## config.mk

```make
export PLATFORM = sky130hd
export DESIGN_NAME = bird_collision_monitor
export DESIGN_NICKNAME = d
export VERILOG_FILES = /design/src/rtl/bird_collision_monitor.sv
export SDC_FILE = /design/constraint.sdc
export NUM_CORES = 1
export LEC_CHECK = 0
export BUFFER_PORTS_ARGS = -buffer_cell sky130_fd_sc_hd__buf_2
export CORE_MARGIN = 3
export CORE_UTILIZATION = 36
export CTS_CLUSTER_DIAMETER = 50
export DETAILED_ROUTE_END_ITERATION = 16
export PLACE_DENSITY = 0.59
export RECOVER_POWER = 25
export SLEW_MARGIN = 20
export SYNTH_ARGS = -nofsm -noshare
export SYNTH_HDL_FRONTEND = slang
export SYNTH_SLANG_ARGS = --single-unit
```

## constraint.sdc

```tcl
create_clock -name frame_clk -period 8.1 [get_ports frame_clk]
set_input_delay 1.215 -clock frame_clk [delete_from_list [all_inputs] [get_ports frame_clk]]
set_output_delay 1.215 -clock frame_clk [all_outputs]
set_load 0.05 [all_outputs]
```

## src/rtl/bird_collision_monitor.sv

```systemverilog
// Collision detection, game state machine and scoring for the bird game, one step per frame.
// Optional build macro BIRD_HIGH_SCORE_EN adds a high_score output kept across games.
module bird_collision_monitor #(
  parameter logic [9:0] PIPE_HALF_W = 10'd20,
  parameter logic [9:0] GAP_HALF    = 10'd50,
  parameter logic [9:0] FLOOR_Y     = 10'd479,
  parameter logic [5:0] HIT_FRAMES  = 6'd30,
  parameter logic [7:0] START_KEY   = 8'h1A
) (
  input  logic       Reset,
  input  logic       frame_clk,
  input  logic [7:0] keycode,
  input  logic [9:0] BirdX,
  input  logic [9:0] BirdY,
  input  logic [9:0] BirdS,
  input  logic [9:0] Pipe1X,
  input  logic [9:0] Pipe1Y,
  input  logic [9:0] Pipe2X,
  input  logic [9:0] Pipe2Y,
  output logic       game_active,
  output logic       freeze,
  output logic       game_over,
  output logic       hit_pulse,
`ifdef BIRD_HIGH_SCORE_EN
  output logic [7:0] high_score,
`endif
  output logic [7:0] score
);

  typedef enum logic [1:0] {
    ST_IDLE = 2'd0,
    ST_PLAY = 2'd1,
    ST_HIT  = 2'd2,
    ST_OVER = 2'd3
  } state_t;

  state_t      state_r, state_nxt_s;
  logic [7:0]  score_r, score_nxt_s;
  logic [5:0]  cnt_r, cnt_nxt_s;
  logic        armed1_r, armed1_nxt_s, armed2_r, armed2_nxt_s;
  logic        key_rel_r, key_rel_nxt_s;
  logic        hit_s;
  logic        game_active_r, freeze_r, game_over_r, hit_pulse_r;
  logic        collide_s, pass1_s, pass2_s, back1_s, back2_s;
  logic [1:0]  inc_s;
`ifdef BIRD_HIGH_SCORE_EN
  logic [7:0]  hs_r, hs_nxt_s;
`endif

  function automatic logic [10:0] ext(input logic [9:0] v);
    return {1'b0, v};
  endfunction

  // Negative results clamp to zero instead of wrapping.
  function automatic logic [10:0] sub_clamp(input logic [10:0] a, input logic [10:0] b);
    return (a >= b) ? (a - b) : 11'd0;
  endfunction

  function automatic logic [10:0] abs_diff(input logic [10:0] a, input logic [10:0] b);
    return (a >= b) ? (a - b) : (b - a);
  endfunction

  function automatic logic pipe_hit(input logic [9:0] px, input logic [9:0] py);
    logic overlap;
    logic outside;
    overlap = abs_diff(ext(BirdX), ext(px)) <= (ext(BirdS) + ext(PIPE_HALF_W));
    outside = (sub_clamp(ext(BirdY), ext(BirdS)) < sub_clamp(ext(py), ext(GAP_HALF))) ||
              ((ext(BirdY) + ext(BirdS)) > (ext(py) + ext(GAP_HALF)));
    return overlap && outside;
  endfunction

  function automatic logic pipe_passed(input logic [9:0] px);
    return (ext(px) + ext(PIPE_HALF_W)) < sub_clamp(ext(BirdX), ext(BirdS));
  endfunction

  function automatic logic pipe_back(input logic [9:0] px);
    return ext(px) > (ext(BirdX) + ext(BirdS));
  endfunction

  function automatic logic [7:0] sat_add(input logic [7:0] a, input logic [1:0] b);
    logic [8:0] s;
    s = {1'b0, a} + {7'd0, b};
    return s[8] ? 8'hFF : s[7:0];
  endfunction

  assign collide_s = pipe_hit(Pipe1X, Pipe1Y) || pipe_hit(Pipe2X, Pipe2Y) ||
                     ((ext(BirdY) + ext(BirdS)) >= ext(FLOOR_Y));
  assign pass1_s   = armed1_r && pipe_passed(Pipe1X);
  assign pass2_s   = armed2_r && pipe_passed(Pipe2X);
  assign back1_s   = pipe_back(Pipe1X);
  assign back2_s   = pipe_back(Pipe2X);
  assign inc_s     = {1'b0, pass1_s} + {1'b0, pass2_s};

  // Next-state, score, arming and hit-counter logic.
  always_comb begin
    state_nxt_s   = state_r;
    score_nxt_s   = score_r;
    cnt_nxt_s     = cnt_r;
    armed1_nxt_s  = armed1_r;
    armed2_nxt_s  = armed2_r;
    key_rel_nxt_s = key_rel_r;
    hit_s         = 1'b0;
`ifdef BIRD_HIGH_SCORE_EN
    hs_nxt_s      = hs_r;
`endif
    case (state_r)
      ST_IDLE: begin
        if (keycode == START_KEY) begin
          state_nxt_s  = ST_PLAY;
          score_nxt_s  = 8'd0;
          armed1_nxt_s = 1'b1;
          armed2_nxt_s = 1'b1;
        end else begin
          state_nxt_s  = ST_IDLE;
        end
      end
      ST_PLAY: begin
        // A crash wins over a pass seen in the same frame.
        if (collide_s) begin
          state_nxt_s  = ST_HIT;
          hit_s        = 1'b1;
          cnt_nxt_s    = HIT_FRAMES - 6'd1;
        end else begin
          score_nxt_s  = sat_add(score_r, inc_s);
          armed1_nxt_s = pass1_s ? 1'b0 : (back1_s ? 1'b1 : armed1_r);
          armed2_nxt_s = pass2_s ? 1'b0 : (back2_s ? 1'b1 : armed2_r);
        end
      end
      ST_HIT: begin
        if (cnt_r == 6'd0) begin
          state_nxt_s   = ST_OVER;
          key_rel_nxt_s = 1'b0;
`ifdef BIRD_HIGH_SCORE_EN
          hs_nxt_s      = (score_r > hs_r) ? score_r : hs_r;
`endif
        end else begin
          cnt_nxt_s     = cnt_r - 6'd1;
        end
      end
      ST_OVER: begin
        // The start key must be released once before it can restart the game.
        if (key_rel_r && (keycode == START_KEY)) begin
          state_nxt_s   = ST_IDLE;
        end else if (keycode == 8'h00) begin
          key_rel_nxt_s = 1'b1;
        end else begin
          key_rel_nxt_s = key_rel_r;
        end
      end
      default: begin
        state_nxt_s = ST_IDLE;
      end
    endcase
  end

  // State, datapath and registered status outputs.
  always_ff @(posedge frame_clk or posedge Reset) begin
    if (Reset) begin
      state_r       <= ST_IDLE;
      score_r       <= 8'd0;
      cnt_r         <= 6'd0;
      armed1_r      <= 1'b1;
      armed2_r      <= 1'b1;
      key_rel_r     <= 1'b0;
      game_active_r <= 1'b0;
      freeze_r      <= 1'b1;
      game_over_r   <= 1'b0;
      hit_pulse_r   <= 1'b0;
`ifdef BIRD_HIGH_SCORE_EN
      hs_r          <= 8'd0;
`endif
    end else begin
      state_r       <= state_nxt_s;
      score_r       <= score_nxt_s;
      cnt_r         <= cnt_nxt_s;
      armed1_r      <= armed1_nxt_s;
      armed2_r      <= armed2_nxt_s;
      key_rel_r     <= key_rel_nxt_s;
      game_active_r <= (state_nxt_s == ST_PLAY);
      freeze_r      <= (state_nxt_s != ST_PLAY);
      game_over_r   <= (state_nxt_s == ST_OVER);
      hit_pulse_r   <= hit_s;
`ifdef BIRD_HIGH_SCORE_EN
      hs_r          <= hs_nxt_s;
`endif
    end
  end

  assign game_active = game_active_r;
  assign freeze      = freeze_r;
  assign game_over   = game_over_r;
  assign hit_pulse   = hit_pulse_r;
  assign score       = score_r;
`ifdef BIRD_HIGH_SCORE_EN
  assign high_score  = hs_r;
`endif

endmodule

```

# [After elaboration in Yosys (flattened, before gate mapping)]
# Cells that the tools add are included.
[totals] ff_bits=23 latch_bits=0 ram_bits=0 rom_bits=0 out_inout_bits=12 n_memories=0
[op_classes] addsub=18 multipliers=0 div=0 order_cmp=17 n_eq_ne=16 n_shift=0 n_mux=33 n_bitwise=0 n_reduce_logical=20
[op_table] operator="$mux W11" count=6
[op_table] operator="$sub A10 B10 Y11" count=6
[op_table] operator="$lt A11 B11 Y1" count=4
[op_table] operator="$ge A10 B10 Y1" count=4
[op_table] operator="$add A10 B5 Y11 const B" count=3
[op_table] operator="$mux W8" count=3
[op_table] operator="$add A10 B10 Y11" count=2
[op_table] operator="$add A10 B6 Y11 const B" count=2
[op_table] operator="$gt A10 B11 Y1" count=2
[op_table] operator="$gt A11 B11 Y1" count=2
[op_table] operator="$le A11 B11 Y1" count=2
[op_table] operator="$sub A10 B6 Y11 const B" count=2
[op_table] operator="$ge A10 B6 Y1 const B" count=2
[op_table] operator="$pmux W8 S2" count=1
[op_table] operator="$ne A2 B2 Y1 const B" count=7
[op_table] operator="$mux W1" count=13
[op_table] operator="$mux W6" count=2
[op_table] operator="$pmux W6 S2" count=1
[op_table] operator="$reduce_and A4 Y1" count=3
[op_table] operator="$ge A11 B9 Y1 const B" count=1
[op_table] operator="$add A8 B2 Y9" count=1
[op_table] operator="$eq A8 B5 Y1 const B" count=1
[op_table] operator="$logic_not A8 Y1" count=1
[op_table] operator="$pmux W2 S4" count=1
[op_table] operator="14 further kinds" count=32

# [Logic depth before layout (Yosys ltp)]
# Gate-level depths: netlist (run 1).
[depth] depth_word=10 mapped_depth=29 depth_no_buf=29

# [Least setup slack after synthesis (run 1)]
# OpenSTA, ideal clock, no wires.
[synth_timing] path_type="input to register" from="input port BirdS[1]" to="register score_r[2], in the netlist score[2]" arrival_time_ns=5.900 slack_ns=2.101 path_stages=24 path_buffers=1 cell_sequence="inv_1 > ha_1 > nor2b_1 > o31a_1 > o31ai_1 > a21boi_1 > or2_1 > buf_2 > nand2_1 > ha_1 > o21a_1 > o21ai_0 > nand2b_1 > a31o_2 > maj3_1 > a31o_2 > fa_1 > inv_1 > ha_1 > and3_1 > and3_1 > nand3_1 > and3_1 > a311oi_1"
[synth_between] elab_chain_len=9
[synth_lines] item="from (decl)" line="15" text="input logic [9:0] BirdS,"
[synth_lines] item="$sub A10 B10 Y11 or $ge A10 B10 Y1 (tied branches)" line="56" text="return (a >= b) ? (a - b) : 11'd0;"
[synth_lines] item="$mux W11" line="56"
[synth_lines] item="$lt A11 B11 Y1 (on tied branches)" line="73, 67"
[synth_lines] item="$logic_and A1 B1 Y1, or another cell as far along" line="88" text="assign pass1_s = armed1_r && pipe_passed(Pipe1X);"
[synth_lines] item="$add A1 B1 Y2 or $logic_and A1 B1 Y1 (tied branches)" line="92, 69"
[synth_lines] item="$add A8 B2 Y9 or $logic_or A1 B1 Y1 (tied branches)" line="82, 86"
[synth_lines] item="$mux W8 or $logic_or A1 B1 Y1 (tied branches)" line="83, 86"
[synth_lines] item="$mux W8 or $ne A2 B2 Y1 (tied branches)"
[synth_lines] item="$pmux W8 S2 or $reduce_and A3 Y1 (tied branches)"
[synth_lines] item="to (signal assigned)" line="174" text="score_r <= score_nxt_s;"
[synth_lines] item="to (decl)" line="38" text="logic [7:0] score_r, score_nxt_s;"
# Parallel ways exist; a longest one is shown, timed or not. The select of a mux whose other input is x is not followed.
# A chain may end at the register's enable or synchronous reset.

# [Worst setup path after layout (run 1)]
[layout_timing] from="input port BirdS[1]" to="register score_r[4], in the netlist score[4]"
# The elaborated chain is that of the path after synthesis.

==> flow_metrics.tcl, run 1 <==
set metrics [dict create \
    finClkSkew_ns 0.002859 \
    r2r_slack_ns 5.16 \
    cts_setup_buffers 0 \
    slew_headroom_pct 39.86 \
    worst_r2r_endpoint "score[4]$_DFFE_PP0P_" \
    peakVddDrop_mv 0.09540 \
    htreeDepth 1 \
    drv_slew 0 \
    nets 1403 \
    wl_per_cell_microns 17.56 \
    drv_cap 0 \
    yosys_warnings 0 \
    synthTopCellsByCount "189 x ha_1, 85 x inv_1, 83 x nand2_1" \
    seq_area_sq_um 579.3 \
    hold_depth 2 \
    vias 7755 \
    holdBufCountCts 0 \
    worst-r2r-cell-count 11 \
    cp_data_arrival_time_ns 6.93 \
    ant_nets 0 \
    grt_usage_pct 19.73 \
    portBuffers 91 \
    tns_ns 0 \
    dp_slack_ns 1.091 \
    fmax_mhz 147.7 \
    power.density_mw_per_mm2 127.6 \
    synth_top_cell_area_share_pct 29.00 \
    multi_input_area_sq_mm 0.007116 \
    cts-buffers-inserted 3 \
    clk_path_buf_depth 2 \
    dp_hpwl_microns 21310 \
    cts.sinks 23 \
    path_class "in -> reg" \
    avgSynthCellArea_sq_um 7.729 \
    critPathMaxStageDelay_ns 0.41 \
    synth-seq-area-share_pct 7.104 \
    io_pins 92 \
    drt_iter0_drc 454 \
    min_path_type "reg -> reg" \
    rows 54 \
    die_w_microns 156.5 \
    wl_microns 24690 \
    cts_root_buf "clkbuf_16" \
    stdcell_count 1406 \
    start_util_pct 37.02 \
    antenna_found_initial 0 \
    worst_slew_pin_slew_ns 0.9010 \
    path_max_fanout 10 \
    path_clk_slew_ns 0.06 \
    r2r-start "armed1_r$_DFFE_PP1P_" \
    detailedRoute.firstPassIterationCount 4 \
    ys_top_cells_by_area "ha_1 29%, xnor2_1 6.9%, dfrtp_1 6.1%" \
    core_area_sq_mm 0.02203 \
    ys.flop_type "dfrtp_1" \
    n_fill_cell 2329 \
    worstHoldStart "armed2_r$_DFFE_PP1P_" \
    die_height_microns 156.5 \
    grt_setup_unrepaired "no" \
    async_flop_share_pct 100.0 \
    grt_pass1_vias 7609 \
    syn-cell-area_sq_mm 0.008154 \
    synthToLayoutAreaGrowth_pct 9.575 \
    holdWs_ns 0.5364 \
    fp.dieArea_sq_mm 0.02449 \
    worst_slack_ns 1.327 \
    cts_tree "done" \
    synth_fp_nets 1333 \
    grt_max_degree 24 \
    period_minus_slack_ns 6.773 \
    yosysMostFrequentCell "ha_1" \
    synth-edff-count 0 \
    final-setup-viol-count 0 \
    cp.required_ns 8.25 \
    ys_ff_latch 23 \
    synth_largest_area_cell "ha_1" \
    cp_cell_sequence "buf_2, inv_1, ha_1, nor2b_1, o31a_1, o31ai_1, a21boi_1, or2_1, nand2_1, ha_1, o21a_1, o21ai_0, nand2b_1, a31o_2, maj3_1, a31o_2, fa_1, inv_1, ha_1, and3_1, and3_1, nand3_1, and3_1, a311oi_1" \
    finalHoldViolCount 0 \
    grt_pass1_wl_microns 39500 \
    fin_crit_sh_pct 83.61 \
    syn_inst 1055 \
    routabilityCongestion 0.9326 \
    cp_slowest_cell "fa_1" \
    clkLatencyLatePin_ns 0.26 \
    min_delay_worst_endpoint "armed2_r$_DFFE_PP1P_" \
    vias_per_cell 5.516 \
    globalRoute.totalOverflow 0 \
    post_cts_resized 0 \
    drive_gt1_share_pct 11.83 \
    leakagePower_nw 4.322 \
    drc 0 \
    dp_cells 1400 \
    utilization_pct 40.56 \
    status "finished clean" \
    worstSetupStartpointType "primary input" \
    end_kind "flip-flop" \
    synth.distinct_cells 77 \
]
## placed cells by master, fill, tap and decap left out, types with 12 or more instances in the layout
cell	instances
a211oi_1	14
buf_2	91
mux2i_1	12
nand4_1	15
nor3_1	19
nor2_1	67
o21ai_0	47
and3_1	13
dfrtp_1	20
ha_1	189
a31oi_1	13
nand2b_1	21
o21a_1	12
nand2_1	83
nand3_1	24
a21o_1	28
nor2b_1	27
xnor2_1	64
a21oi_1	76
xor2_1	25
inv_1	85
## how the worst max path moves through the flow
stage                   from                   end  cells after the start
floorplan           BirdS[1]  score[2]$_DFFE_PP0P_                     24
global placement    BirdS[1]  score[2]$_DFFE_PP0P_                     24
detailed placement  BirdS[1]  score[4]$_DFFE_PP0P_                     24
CTS                 BirdS[1]  score[4]$_DFFE_PP0P_                     24
global route        BirdX[0]  score[4]$_DFFE_PP0P_                     29
finish              BirdS[1]  score[4]$_DFFE_PP0P_                     24
## sequential cells by signal, indices dropped and copies added (netlist names)
signal       cells
hit_pulse        1
cnt_r            6
game_over        1
key_rel_r        1
armed2_r         1
score            8
game_active      1
state_r          2
freeze           1
armed1_r         1
## worst max-delay path, delay by kind of cell
kind,cells,cell delay (ns)
buffers and inverters,3,0.55
AO/OA/AOI/OAI,8,1.93
AND/OR/NAND/NOR,8,1.70
adder cells (fa/ha/maj),5,1.53
## cell type report
class	count	share of cell area [%]
Clock buffer	3	0.8402
Timing Repair Buffer	94	5.349
Tap cell	280	3.921
Inverter	87	3.655
Clock inverter	1	0.05601
Sequential cell	23	6.484
Antenna cell	2	0.05601
Multi-Input combinational cell	916	79.64
## through the flow
stage	cell area (sq um)	power, mW
global route	8930	1.265
detailed placement	8850	1.022
finish	8935	1.140
global placement	8850	1.016
CTS	8930	1.138
floorplan	8154	0.7959
## where the power goes
part | switching, mW | internal, mW | leakage, nW
clock network | 0.0415 | 0.0664 | 0.0409
logic | 0.507 | 0.353 | 3.99
registers | 0.0249 | 0.147 | 0.293
## routing by layer
| metal | wire length [microns] | global-route usage [%] | vias to the layer above | share of wire, % |
|---|---|---|---|---|
| li1 | - | - | 3957 | - |
| met1 | 11760 | 27.72 | 3594 | 48 |
| met2 | 11450 | 33.57 | 179 | 46 |
| met3 | 1085 | 1.632 | 25 | 4.4 |
| met4 | 396 | 3.251 | 0 | 1.6 |
| met5 | 0 | 0 | - | 0 |
## cell families after synthesis
kind of cell | share of synthesized area [%]
AOI/OAI and AO/OA | 22.96
xor gates and xnor gates | 9.560
adders and majority gates | 31.47
buffers and inverters | 5.632
DFF | 7.105
muxes | 1.887
and+or+nand+nor | 21.39
(Power assumes the default switching activity.)
==> inputs of run 2 (changes only) <==
clock period = 6.6 ns   (was 8.1 ns; I/O delays follow)
==> run 2 against run 1 <==
- global-route usage shrank 0.22 points
- core utilization grew 0.62 points
- critical path depth grew 5
- power grew 24%
- count of clock-buffer cells in the layout is the same
- cell count grew 1.0%
- non-clock buffer count grew 16
- design area grew 1.5%
- clock skew grew 0.0015 ns
- combinational power grew 26%
- via count grew 1.1%
- clock power grew 19%
==> flow_metrics.tcl, run 2 (synthesized netlist as in run 1, its figures left out) <==
set metrics [dict create \
    status "finished clean" \
    grt_setup_unrepaired "no" \
    seq_area_sq_um 579.3 \
    post_cts_resized 0 \
    crit_cells 29 \
    antenna_found_initial 0 \
    drc 0 \
    cp.required_ns 6.75 \
    grt_max_degree 24 \
    n_fill_cell 2322 \
    worst-r2r-cell-count 11 \
    min_path_type "reg -> reg" \
    multi_input_area_sq_mm 0.007124 \
    r2r_slack_ns 3.84 \
    die_height_microns 156.5 \
    nets 1419 \
    drive_gt1_share_pct 13.25 \
    fin_crit_sh_pct 93.50 \
    start_util_pct 37.02 \
    period_minus_slack_ns 6.171 \
    vias_per_cell 5.523 \
    finalHoldViolCount 0 \
    drv_slew 0 \
    synthToLayoutAreaGrowth_pct 11.25 \
    globalRoute.totalOverflow 0 \
    drv_cap 0 \
    utilization_pct 41.18 \
    finClkSkew_ns 0.004390 \
    worstHoldStart "score[0]$_DFFE_PP0P_" \
    routabilityCongestion 0.9265 \
    cp_slowest_cell "fa_1" \
    ant_nets 0 \
    dp_slack_ns 0.1494 \
    critPathTopFamily "compound AO/OA/AOI/OAI gates" \
    grt_usage_pct 19.51 \
    htreeDepth 1 \
    layout_commonest_cell "ha_1" \
    clk_path_buf_depth 2 \
    tns_ns 0 \
    cts_root_buf "clkbuf_16" \
    grt_pass1_vias 7474 \
    vias 7843 \
    diodes 0 \
    fmax_mhz 162.0 \
    portBuffers 91 \
    leakagePower_nw 4.401 \
    r2r-start "armed1_r$_DFFE_PP1P_" \
    holdBufCountCts 0 \
    end_kind "flip-flop" \
    dp_hpwl_microns 21360 \
    critical_path_buf_inv_count 4 \
    die_w_microns 156.5 \
    critPathMaxStageDelay_ns 0.44 \
    cts_tree "done" \
    final-setup-viol-count 0 \
    slew_headroom_pct 41.15 \
    wl_per_cell_microns 17.49 \
    cts-buffers-inserted 3 \
    hold_depth 1 \
    drt_iter0_drc 576 \
    layout_common_cells "189 x ha_1, 91 x buf_2, 85 x inv_1" \
    worstSetupStartpointType "primary input" \
    worst_r2r_endpoint "score[2]$_DFFE_PP0P_" \
    min_delay_worst_endpoint "score[0]$_DFFE_PP0P_" \
    fp.dieArea_sq_mm 0.02449 \
    io_pins 92 \
    cts.sinks 23 \
    wl_microns 24830 \
    worst_slack_ns 0.4289 \
    grt_pass1_wl_microns 38630 \
    largest_reg_flops 8 \
    path_max_fanout 7 \
    cts_setup_buffers 0 \
    detailedRoute.firstPassIterationCount 5 \
    path_class "in -> reg" \
    rows 54 \
    cp_data_arrival_time_ns 6.32 \
    core_area_sq_mm 0.02203 \
    power.density_mw_per_mm2 156.1 \
    clkLatencyLatePin_ns 0.25 \
    worst_slew_pin_slew_ns 0.8817 \
    path_clk_slew_ns 0.06 \
    peakVddDrop_mv 0.1148 \
]
==> run 2: worst max-delay path by stage <==
| stage | endpoint | slack (ns) | startpoint |
|---|---|---|---|
| after CTS | score[2]$_DFFE_PP0P_ | 0.39 | BirdX[0] |
| after detailed placement | score[2]$_DFFE_PP0P_ | 0.15 | BirdX[0] |
| final | score[2]$_DFFE_PP0P_ | 0.43 | BirdX[0] |
| after floorplan | score[4]$_DFFE_PP0P_ | 0.83 | BirdS[1] |
| after global placement | score[2]$_DFFE_PP0P_ | 0.29 | BirdX[0] |
| after global routing | score[4]$_DFFE_PP0P_ | 0.02 | BirdX[0] |
==> run 2: final cells by class <==
type	instances	area share, %
multi-input cells	916	78.54
well taps	280	3.862
clock buffers	3	0.8276
repair buffers	110	6.731
inverters	87	3.600
flip-flops and latches	23	6.386
clock inverters	1	0.05517
==> run 2: per-layer routing <==
layer | track usage [%] | up-vias | part of all wire [%]
met5 | 0 | - | 0
met4 | 3.376 | 0 | 1.8
met3 | 0.9679 | 26 | 4.0
met2 | 32.74 | 177 | 46
met1 | 28.10 | 3658 | 48
li1 | - | 3982 | -
==> run 2: power breakdown <==
part | internal (mW) | total (mW) | switching [mW]
Combinational | 0.449 | 1.08 | 0.627
Sequential | 0.181 | 0.211 | 0.0303
Clock | 0.0814 | 0.129 | 0.0475
==> run 2: metrics by stage <==
stage,instance area (sq um),hold slack (ns),instances,total power [mW]
2_1_floorplan,8154,0.5001,1055,0.9768
3_3_place_gp,8982,0.5227,1416,1.268
3_5_place_dp,8982,0.5111,1416,1.275
4_1_cts,9062,0.5328,1420,1.414
5_1_grt,9071,0.5515,1420,1.563
6_report,9071,0.5294,1420,1.416
